## src/rtl/sdram_arb_pkg.sv

```systemverilog
// Shared types and default sizes for the sdram port-0 arbiter.
package sdram_arb_pkg;

  localparam int DEF_NUM_CLIENTS = 3;
  localparam int DEF_ADDR_W      = 25;
  localparam int DEF_DATA_W      = 16;
  localparam int DEF_Q_W         = 128;
  localparam int DEF_REQ_HOLD    = 2;
  localparam int BURST_LEN       = 8;

  typedef enum logic [1:0] {
    IDLE,
    ISSUE,
    WAIT_BUSY,
    WAIT_DONE
  } arb_state_t;

  typedef enum logic {
    OP_RD,
    OP_WR
  } op_t;

  // Bits needed to index n items; never less than one bit.
  function automatic int idx_width(input int n);
    return (n > 1) ? $clog2(n) : 1;
  endfunction

endpackage

```

## src/rtl/sdram_port_arbiter_rr.sv

```systemverilog
// Combinational round-robin pick: first requester after the pointer wins.
module rr_arbiter
  import sdram_arb_pkg::*;
#(
  parameter int N  = DEF_NUM_CLIENTS,
  parameter int IW = idx_width(N)
) (
  input  logic [N-1:0]  i_req,
  input  logic [IW-1:0] i_ptr,
  output logic [N-1:0]  o_grant,
  output logic [IW-1:0] o_idx,
  output logic          o_any
);

  logic [IW-1:0] w_cand;

  // Walk ptr+1, ptr+2, ... (mod N) and stop at the first active request.
  always_comb begin
    o_grant = '0;
    o_idx   = '0;
    o_any   = 1'b0;
    w_cand  = '0;
    for (int k = 1; k <= N; k++) begin
      w_cand = IW'((int'(i_ptr) + k) % N);
      if (!o_any && i_req[w_cand]) begin
        o_any           = 1'b1;
        o_idx           = w_cand;
        o_grant[w_cand] = 1'b1;
      end
    end
  end

endmodule

```

## src/rtl/sdram_port_arbiter.sv

```systemverilog
// Shares sdram controller port 0 among several clients, one transaction at a time.
module sdram_port_arbiter
  import sdram_arb_pkg::*;
#(
  parameter int NUM_CLIENTS = DEF_NUM_CLIENTS,
  parameter int ADDR_W      = DEF_ADDR_W,
  parameter int DATA_W      = DEF_DATA_W,
  parameter int Q_W         = DEF_Q_W,
  parameter int REQ_HOLD    = DEF_REQ_HOLD
) (
  input  logic                          i_clk,
  input  logic                          i_reset,
  input  logic                          i_init_complete,
  input  logic [NUM_CLIENTS*ADDR_W-1:0] i_c_addr,
  input  logic [NUM_CLIENTS*DATA_W-1:0] i_c_data,
  input  logic [NUM_CLIENTS*2-1:0]      i_c_byte_en,
  input  logic [NUM_CLIENTS-1:0]        i_c_wr_req,
  input  logic [NUM_CLIENTS-1:0]        i_c_rd_req,
  output logic [NUM_CLIENTS-1:0]        o_c_ack,
  output logic [NUM_CLIENTS-1:0]        o_c_done,
  output logic [Q_W-1:0]                o_c_q,
  output logic [ADDR_W-1:0]             o_p0_addr,
  output logic [DATA_W-1:0]             o_p0_data,
  output logic [1:0]                    o_p0_byte_en,
  output logic                          o_p0_wr_req,
  output logic                          o_p0_rd_req,
  input  logic [Q_W-1:0]                i_p0_q,
  input  logic                          i_p0_ready,
  input  logic                          i_p0_available
);

  localparam int IDX_W = idx_width(NUM_CLIENTS);
  localparam int CNT_W = idx_width(REQ_HOLD);
  localparam logic [CNT_W-1:0] HOLD_LAST = CNT_W'(REQ_HOLD - 1);

  arb_state_t               r_state;
  logic [IDX_W-1:0]         r_ptr;
  logic [IDX_W-1:0]         r_gidx;
  op_t                      r_op;
  logic [CNT_W-1:0]         r_cnt;
  logic                     r_captured;
  logic [NUM_CLIENTS-1:0]   r_done;
  logic [Q_W-1:0]           r_q;
  logic [ADDR_W-1:0]        r_p0_addr;
  logic [DATA_W-1:0]        r_p0_data;
  logic [1:0]               r_p0_be;
  logic                     r_p0_wr;
  logic                     r_p0_rd;

  logic [NUM_CLIENTS-1:0]   w_req;
  logic [NUM_CLIENTS-1:0]   w_grant;
  logic [IDX_W-1:0]         w_idx;
  logic                     w_any;
  logic                     w_start;
  logic [ADDR_W-1:0]        w_sel_addr;
  logic [DATA_W-1:0]        w_sel_data;
  logic [1:0]               w_sel_be;
  op_t                      w_sel_op;
  logic                     w_rd_hit;
  logic                     w_finish;

  assign w_req = i_c_wr_req | i_c_rd_req;

  rr_arbiter #(
    .N  (NUM_CLIENTS),
    .IW (IDX_W)
  ) u_rr (
    .i_req   (w_req),
    .i_ptr   (r_ptr),
    .o_grant (w_grant),
    .o_idx   (w_idx),
    .o_any   (w_any)
  );

  // A grant starts only from a quiet IDLE; the cycle carrying c_done is skipped
  // so a new grant never lands on top of the previous completion pulse.
  assign w_start = !i_reset && (r_state == IDLE) && i_init_complete &&
                   i_p0_ready && w_any && (r_done == '0);

  // The ack is decided in the IDLE cycle itself so the client can drop its
  // request on the very edge that latches it.
  assign o_c_ack = w_start ? w_grant : '0;

  assign w_sel_addr = i_c_addr[int'(w_idx)*ADDR_W +: ADDR_W];
  assign w_sel_data = i_c_data[int'(w_idx)*DATA_W +: DATA_W];
  assign w_sel_be   = i_c_byte_en[int'(w_idx)*2 +: 2];
  assign w_sel_op   = i_c_wr_req[w_idx] ? OP_WR : OP_RD;

  // Read data may arrive on the same edge that ready returns.
  assign w_rd_hit = (r_op == OP_RD) && i_p0_available && !r_captured;
  assign w_finish = i_p0_ready && ((r_op == OP_WR) || r_captured || i_p0_available);

  // Main transaction sequencer: grant, replay request, wait busy, wait done.
  always_ff @(posedge i_clk) begin
    if (i_reset) begin
      r_state    <= IDLE;
      r_ptr      <= IDX_W'(NUM_CLIENTS - 1);
      r_gidx     <= '0;
      r_op       <= OP_RD;
      r_cnt      <= '0;
      r_captured <= 1'b0;
      r_done     <= '0;
      r_q        <= '0;
      r_p0_addr  <= '0;
      r_p0_data  <= '0;
      r_p0_be    <= '0;
      r_p0_wr    <= 1'b0;
      r_p0_rd    <= 1'b0;
    end else begin
      r_done <= '0;
      case (r_state)
        IDLE: begin
          if (w_start) begin
            r_ptr      <= w_idx;
            r_gidx     <= w_idx;
            r_op       <= w_sel_op;
            r_cnt      <= '0;
            r_captured <= 1'b0;
            r_p0_addr  <= w_sel_addr;
            r_p0_data  <= w_sel_data;
            r_p0_be    <= w_sel_be;
            r_p0_wr    <= (w_sel_op == OP_WR);
            r_p0_rd    <= (w_sel_op == OP_RD);
            r_state    <= ISSUE;
          end
        end
        ISSUE: begin
          if (r_cnt == HOLD_LAST) begin
            r_p0_addr <= '0;
            r_p0_data <= '0;
            r_p0_be   <= '0;
            r_p0_wr   <= 1'b0;
            r_p0_rd   <= 1'b0;
            r_state   <= WAIT_BUSY;
          end else begin
            r_cnt <= r_cnt + 1'b1;
          end
        end
        WAIT_BUSY: begin
          if (!i_p0_ready) begin
            r_state <= WAIT_DONE;
          end
        end
        WAIT_DONE: begin
          if (w_rd_hit) begin
            r_q        <= i_p0_q;
            r_captured <= 1'b1;
          end
          if (w_finish) begin
            r_done  <= NUM_CLIENTS'(1) << r_gidx;
            r_state <= IDLE;
          end
        end
        default: r_state <= IDLE;
      endcase
    end
  end

  assign o_c_done     = r_done;
  assign o_c_q        = r_q;
  assign o_p0_addr    = r_p0_addr;
  assign o_p0_data    = r_p0_data;
  assign o_p0_byte_en = r_p0_be;
  assign o_p0_wr_req  = r_p0_wr;
  assign o_p0_rd_req  = r_p0_rd;

endmodule

```

## config.mk

```make
export PLATFORM = sky130hd
export DESIGN_NAME = sdram_port_arbiter
export DESIGN_NICKNAME = d
export VERILOG_FILES = /design/src/rtl/sdram_arb_pkg.sv /design/src/rtl/sdram_port_arbiter_rr.sv /design/src/rtl/sdram_port_arbiter.sv
export SDC_FILE = /design/constraint.sdc
export NUM_CORES = 1
export LEC_CHECK = 0
export CORE_AREA = 3 3 171 173
export DETAILED_ROUTE_END_ITERATION = 10
export DIE_AREA = 0 0 174 176
export PLACE_DENSITY = 0.63
export SYNTH_ARGS = -nofsm -noshare
export SYNTH_HDL_FRONTEND = slang
export SYNTH_SLANG_ARGS = --single-unit
```

## constraint.sdc

```tcl
create_clock -name i_clk -period 2.8 [get_ports i_clk]
set_input_delay 0.56 -clock i_clk [delete_from_list [all_inputs] [get_ports i_clk]]
set_output_delay 0.56 -clock i_clk [all_outputs]
set_load 0.03 [all_outputs]
```

==> flow_summary.yaml, run 1 <==
timing:
  slew_headroom_pct: 25.6
  final_layout_setup_total_negative_slack_ns: -0.0417
  transition_time_of_the_tightest_slew_check_pin_ns: 1.12
  finalMaxSlewViolations: 0
  timing.final.hold_violations: 0
  timing.clock.skew_ns: 0.0183
  clock.fmax_ghz: 0.353
  period_minus_slack_ns: 2.83
  finalSetupViolations: 2
  layout_worst_path_cycle_share_pct: 101
  setup_ws_ns: -0.0323
  rsz0062_at_grt: "true"
power:
  cell_internal_pwr_mw: 4.91
  vdd.ir_drop.worst_uv: 304
  comb_power_share_pct: 29.0
  power.share.switching_pct: 33.6
  clock_power_share_pct: 33.6
  share_seq_of_total_power_pct: 37.4
  power_leakage_nw: 4.79
  finalPower_mw: 7.39
  p_switching_mw: 2.48
  power_per_cell_area_nw_per_um2: 524
global_routing:
  grt_antenna_before_repair: 2
  first_global_vias: 8819
  total_overflow_reported_by_the_global_router: 0
  global_route_wire_length_before_repair_um: 51600
  grt_max_degree: 180
  grt.total_usage_pct: 21.1
routing:
  drcViolationCount: 0
  wirelength_um: 34000
  drtIter0Drc: 720
  detail_route.vias_per_cell: 4.91
  postRouteAntennaNets: 0
  first_pass_iters: 7
  detailroute.via_count: 9065
  route.detailed.wl_per_inst_um: 18.4
logic_synthesis:
  yosys.area_share.adder_pct: 1.36
  yosys.cell_types.count: 46
  ys_ff_latch: 184
  simple_gate_share_of_the_synthesized_area_pct: 19.5
  async_reset_ff_share_pct: 0
  netlist_area_um2: 8290
  combinational_family_with_the_most_area_after_synthesis: "compound AO/OA/AOI/OAI gates"
  yosys.area_share.xor_xnor_pct: 0
  synth-edff-count: 0
  net_count_of_the_mapped_netlist: 1308
  synthesized_instance_count: 1031
  syn_area_per_cell_um2: 8.04
  ys_seq_area_share_pct: 44.4
  synth_ff_type: "dfxtp_1"
  yosysWarningCount: 0
  synth_compound_area_share_pct: 29.3
  synth.area.mux_share_pct: 0
die:
  design.die.area_um2: 30600
  dieWidth_um: 174
  starting_density_of_the_core_pct: 29.8
  std_cell_rows: 61
  placeableCoreArea_um2: 27800
  die_y_um: 176
  floorplan.io_pins: 447
setup_path:
  crit_path_kind: "in -> out"
  cp_data_required_time_ns: 2.24
  critical_path_buffers_and_inverters: 2
  cp_max_fo: 4
  crit_slowest_cell: "clkdlybuf4s50_1"
  critical_path_cell_count: 7
  reg2regPathDepth: 10
  worstReg2RegEnd: "o_p0_data[13]"
  critPathCaptureType: "output pin"
  crit_chain: "clkdlybuf4s50_1 -> nor3b_1 -> o32a_1 -> nand4b_1 -> nand2b_1 -> a31oi_1 -> buf_4"
  rr_startpoint: "r_ptr[1]"
  worstSetupStartpointType: "input port"
  r2r_setup_slack_ns: 0.08
  max_stage_delay_ns: 0.56
  arrival_ns: 2.27
  cp_top_family: "buffers and inverters"
run_status:
  run_status: "finished with violations"
  failed_checks: "setup timing"
hold_path:
  hold_path.startpoint: "o_c_q[28]"
  timing.hold.worst_path_depth: 2
  hold-path-endpoint: "o_c_q[28]"
  min-delay-path-class: "reg -> reg"
finish:
  seqCellArea_um2: 3690
  post_layout_nonfiller_instances: 1847
  final_layout_size_suffix_gt1_share_pct: 10.1
  layout.cells.most_common_list: "440 x clkdlybuf4s50_1, 308 x nand2_1, 182 x dfxtp_1, 132 x a21oi_1"
  mostFrequentLayoutCell: "clkdlybuf4s50_1"
  area_taken_by_multi_input_logic_gates_um2: 4280
  layout.filler_cells: 2645
  finalNetCount: 1732
  final_design_area_no_fill_um2: 14100
  area_delta_synth_final_pct: 69.9
cts:
  clock_tree.htree_level_count: 4
  tritoncts: "built"
  worst_setup_hold_path_clk_slew_ns: 0.07
  cts_inserted_buffers: 17
  clk_latency_ns: 0.43
  clock-root-buffer: "clkbuf_16"
  clock_sinks: 184
  cts-root-to-sink-buffers: 2
  cts_hold_repair.buffers: 0
placement:
  dpl.cell_count: 1808
  place.detailed.hpwl_um: 24100
  placement.setup.worst_slack_ns: -0.140
  place.gp.congestion: 0.856
  io_buffers: 446
  placed_area_um2: 13300
run:
  max_cap_viol_count: 0
==> sequential cells by signal (all words and copies together) (netlist names) <==
register and count:
o_c_q 128, o_p0_byte_en 2, r_ptr 2, o_p0_addr 25
o_p0_wr_req 1, r_state 2, r_gidx 1, o_p0_data 16
o_p0_rd_req 1, r_op 1, o_c_done 3, r_cnt 1
r_captured 1
==> worst reg2reg max path, cell delays in order, from the launching register on <==
cell and delay [ns]:
dfxtp_2 0.34, inv_2 0.06, ha_4 0.23, nor3b_1 0.14, o32a_1 0.39, buf_4 0.15, buf_4 0.13, and4b_1 0.21
or3_2 0.46, buf_12 0.21, a221oi_2 0.32
==> power groups by stage <==
stage / Sequential, mW / Clock, mW / Combinational, mW
floorplan: 2.93 / 0 / 1.02
global placement: 2.82 / 0 / 2.05
detailed placement: 2.82 / 0 / 2.07
CTS: 2.76 / 2.55 / 2.11
global route: 2.77 / 2.64 / 2.31
finish: 2.76 / 2.48 / 2.15
==> cell usage after synthesis, types with 3 or more instances <==
master	number	area [um2]
inv_1	9	33.8
or3_1	3	18.8
a221oi_1	4	35.0
buf_6	7	78.8
a221oi_2	40	601
a21oi_1	134	671
a211oi_1	3	22.5
nor2_1	13	48.8
clkbuf_1	72	270
nor3b_1	3	22.5
buf_2	9	45.0
nand2_1	309	1160
a21o_1	44	330
o21ai_0	46	230
buf_1	4	15.0
ha_1	9	113
nand3_1	47	235
nand4_1	3	18.8
nor3_1	7	35.0
a22oi_1	45	338
dfxtp_1	184	3680
==> kinds of logic (layout without fill, tap and decap cells) <==
kind of cell / count (synthesis) / in the layout
adders and majority gates: 9 / 9
buffers and inverters: 101 / 538
and+or+nand+nor: 396 / 396
DFF: 184 / 184
AOI/OAI and AO/OA: 341 / 341
other: 0 / 1
==> per-layer routing <==
layer | GRT usage [%] | vias up | routed length, um
met5 | 0 | - | 7
met4 | 3.89 | 2 | 337
met3 | 8.22 | 23 | 3220
met2 | 35.9 | 358 | 16700
met1 | 25.5 | 4230 | 13800
li1 | - | 4452 | -
==> timing repair <==
item	4_1_cts	5_1_grt
setup endpoints to repair	3	3
gates resized for setup	15	8
buffers inserted	2	4
pin swaps	4	2
==> cell type report <==
class                   count  share of cell area (%)
flip-flops and latches    184                    26.2
well taps                 378                    3.36
inverters                   9                   0.240
multi-input cells         746                    30.4
clock inverters            14                    1.19
diodes                      1                  0.0178
clock buffers              18                    3.05
repair buffers            497                    35.6
==> worst max-delay path by stage <==
stage	from	to	slack [ns]
3_3_place_gp	i_c_wr_req[2]	o_c_ack[1]	-0.12
2_1_floorplan	r_ptr[1]	o_c_ack[1]	0.004
4_1_cts	i_c_rd_req[2]	o_c_ack[0]	0.01
3_5_place_dp	i_c_wr_req[2]	o_p0_wr_req	-0.14
5_1_grt	r_ptr[1]	o_c_ack[1]	-0.11
6_report	i_c_rd_req[2]	o_c_ack[1]	-0.03
==> stage by stage <==
| stage | hold WS [ns] | util [%] |
|---|---|---|
| floorplan | 0.440 | - |
| global placement | 0.441 | 48.0 |
| detailed placement | 0.446 | 48.0 |
| CTS | 0.456 | 50.5 |
| global route | 0.476 | 50.7 |
| finish | 0.454 | 50.7 |
Power figures use the tool's default switching activity.
==> run 2: changes to the inputs <==
--- a/config.mk
+++ b/config.mk
@@ -8,6 +8,7 @@
 export CORE_AREA = 3 3 171 173
 export DETAILED_ROUTE_END_ITERATION = 10
 export DIE_AREA = 0 0 174 176
+export HOLD_SLACK_MARGIN = 0.05
 export PLACE_DENSITY = 0.63
 export SYNTH_ARGS = -nofsm -noshare
 export SYNTH_HDL_FRONTEND = slang
==> constraint.sdc (replaced) <==
create_clock -name i_clk -period 2.8 [get_ports i_clk]
set_input_delay 0.28 -clock i_clk [delete_from_list [all_inputs] [get_ports i_clk]]
set_output_delay 0.28 -clock i_clk [all_outputs]
set_load 0.05 [all_outputs]
==> flow_summary.yaml, run 2 (synthesis results as in run 1) <==
setup_path:
  worstSetupStartpointType: "flip-flop"
  crit_path_kind: "reg -> out"
  max_stage_delay_ns: 0.41
  cp_max_fo: 8
  arrival_ns: 2.41
  cp_data_required_time_ns: 2.52
  crit_slowest_cell: "o32a_1"
  crit_chain: "inv_1 -> ha_4 -> nor3b_1 -> o32a_1 -> and3_1 -> a32oi_1 -> a21oi_2 -> buf_12"
  critPathCaptureType: "output pin"
timing:
  slew_headroom_pct: 30.6
  layout_worst_path_cycle_share_pct: 96.0
  rsz0062_at_grt: "false"
  final_layout_setup_total_negative_slack_ns: 0
  transition_time_of_the_tightest_slew_check_pin_ns: 1.04
  period_minus_slack_ns: 2.69
  timing.final.hold_violations: 0
  clock.fmax_ghz: 0.372
  timing.clock.skew_ns: 0.0193
  finalMaxSlewViolations: 0
  finalSetupViolations: 0
cts:
  clock_sinks: 184
  cts-root-to-sink-buffers: 2
  worst_setup_hold_path_clk_slew_ns: 0.08
  clock_tree.htree_level_count: 4
  cts_hold_repair.buffers: 0
  tritoncts: "built"
  cts_inserted_buffers: 17
  clk_latency_ns: 0.44
  clock-root-buffer: "clkbuf_16"
finish:
  post_layout_nonfiller_instances: 1823
  number_of_antenna_cells_inserted: 0
  area_delta_synth_final_pct: 68.3
  finalNetCount: 1709
  mostFrequentLayoutCell: "clkdlybuf4s50_1"
  layout.cells.most_common_list: "442 x clkdlybuf4s50_1, 309 x nand2_1, 183 x dfxtp_1, 132 x a21oi_1"
  largest_register_ff_count: 128
  final_layout_size_suffix_gt1_share_pct: 8.44
  layout.filler_cells: 2671
die:
  die_y_um: 176
  floorplan.io_pins: 447
  std_cell_rows: 61
  dieWidth_um: 174
  design.die.area_um2: 30600
  starting_density_of_the_core_pct: 29.8
  placeableCoreArea_um2: 27800
global_routing:
  grt.total_usage_pct: 20.8
  grt_antenna_before_repair: 1
  total_overflow_reported_by_the_global_router: 0
  first_global_vias: 8704
  global_route_wire_length_before_repair_um: 50900
  grt_max_degree: 179
routing:
  route.detailed.wl_per_inst_um: 18.5
  wirelength_um: 33700
  detail_route.vias_per_cell: 4.93
  drcViolationCount: 0
  drtIter0Drc: 618
  first_pass_iters: 5
  detailroute.via_count: 8993
  postRouteAntennaNets: 0
placement:
  io_buffers: 446
  dpl.cell_count: 1788
  place.gp.congestion: 0.816
  place.detailed.hpwl_um: 23900
hold_path:
  min-delay-path-class: "in -> reg"
power:
  power_per_cell_area_nw_per_um2: 538
  power_leakage_nw: 4.71
  vdd.ir_drop.worst_uv: 386
run_status:
  run_status: "finished, final reports clean"
run:
  max_cap_viol_count: 0
-- run 2: cell types whose count changed in the layout (fill, tap and decap cells not counted), moves of 2 or more --
cell             before  now
clkdlybuf4s50_1     440  442
buf_4                39   14
inv_6                 5    3
clkinv_4              1    3
buf_12               13   15
dlygate4sd2_1         2    0
buf_6                 3    1
-- run 2: final timing paths --
path / cells past startpoint / endpoint / slack [ns] / from
hold reg to reg: 2 / o_c_q[2] / 0.45 / o_c_q[2]
setup reg to reg: 8 / o_p0_addr[23] / 0.15 / r_ptr[1]
hold / removal: 3 / r_ptr[1] / 0.20 / i_reset
setup / recovery: 8 / o_c_ack[0] / 0.11 / r_ptr[1]
-- run 2: final cells by class --
| type | instances | area [um2] | area share (%) |
|---|---|---|---|
| repair buffers | 474 | 4880 | 35.0 |
| multi-input cells | 746 | 4260 | 30.6 |
| flip-flops and latches | 184 | 3680 | 26.4 |
| well taps | 378 | 473 | 3.39 |
| clock buffers | 18 | 439 | 3.15 |
| clock inverters | 14 | 173 | 1.24 |
| inverters | 9 | 33.8 | 0.242 |
-- run 2: metrics by stage --
| step | utilization [%] | setup slack (ns) | area, um2 | power, mW | hold slack [ns] |
|---|---|---|---|---|---|
| detailed placement | 47.6 | 0.0399 | 13200 | 4.94 | 0.446 |
| floorplan | - | 0.0285 | 8300 | 4.05 | 0.416 |
| finish | 50.2 | 0.112 | 13900 | 7.50 | 0.204 |
| CTS | 49.9 | 0.00952 | 13900 | 7.46 | 0.206 |
| global route | 50.2 | 0.0111 | 13900 | 7.84 | 0.231 |
| global placement | 47.6 | 0.120 | 13200 | 4.91 | 0.440 |
-- run 2: power by group --
group,internal [mW],switching [mW],total (mW)
logic,0.991,1.26,2.25
registers,2.69,0.0649,2.76
clock network,1.24,1.25,2.49
-- run 2: critical path: cells and delay by family, from the launching register on --
kind | cells | cell delay, ns
AO/OA/AOI/OAI | 3 | 0.76
adder cells (fa/ha/maj) | 1 | 0.28
buffers and inverters | 2 | 0.24
flip-flops | 1 | 0.33
AND/OR/NAND/NOR | 2 | 0.38
-- run 2: what timing repair did --
action                     CTS  global route
gates resized for setup      7             6
setup endpoints to repair    3            47
hold endpoints to repair     0             0
setup buffers                1             1
cloned                       0             1
pin swaps                    1             2
-- run 2: layer usage --
metal  vias to the layer above  share of wire [%]  track usage [%]
met4                         2                1.9             4.99
met2                       330                 48             35.1
met3                        37                9.4             8.22
met1                      4219                 41             25.0
li1                       4405                  -                -
met5                         -              0.027                0
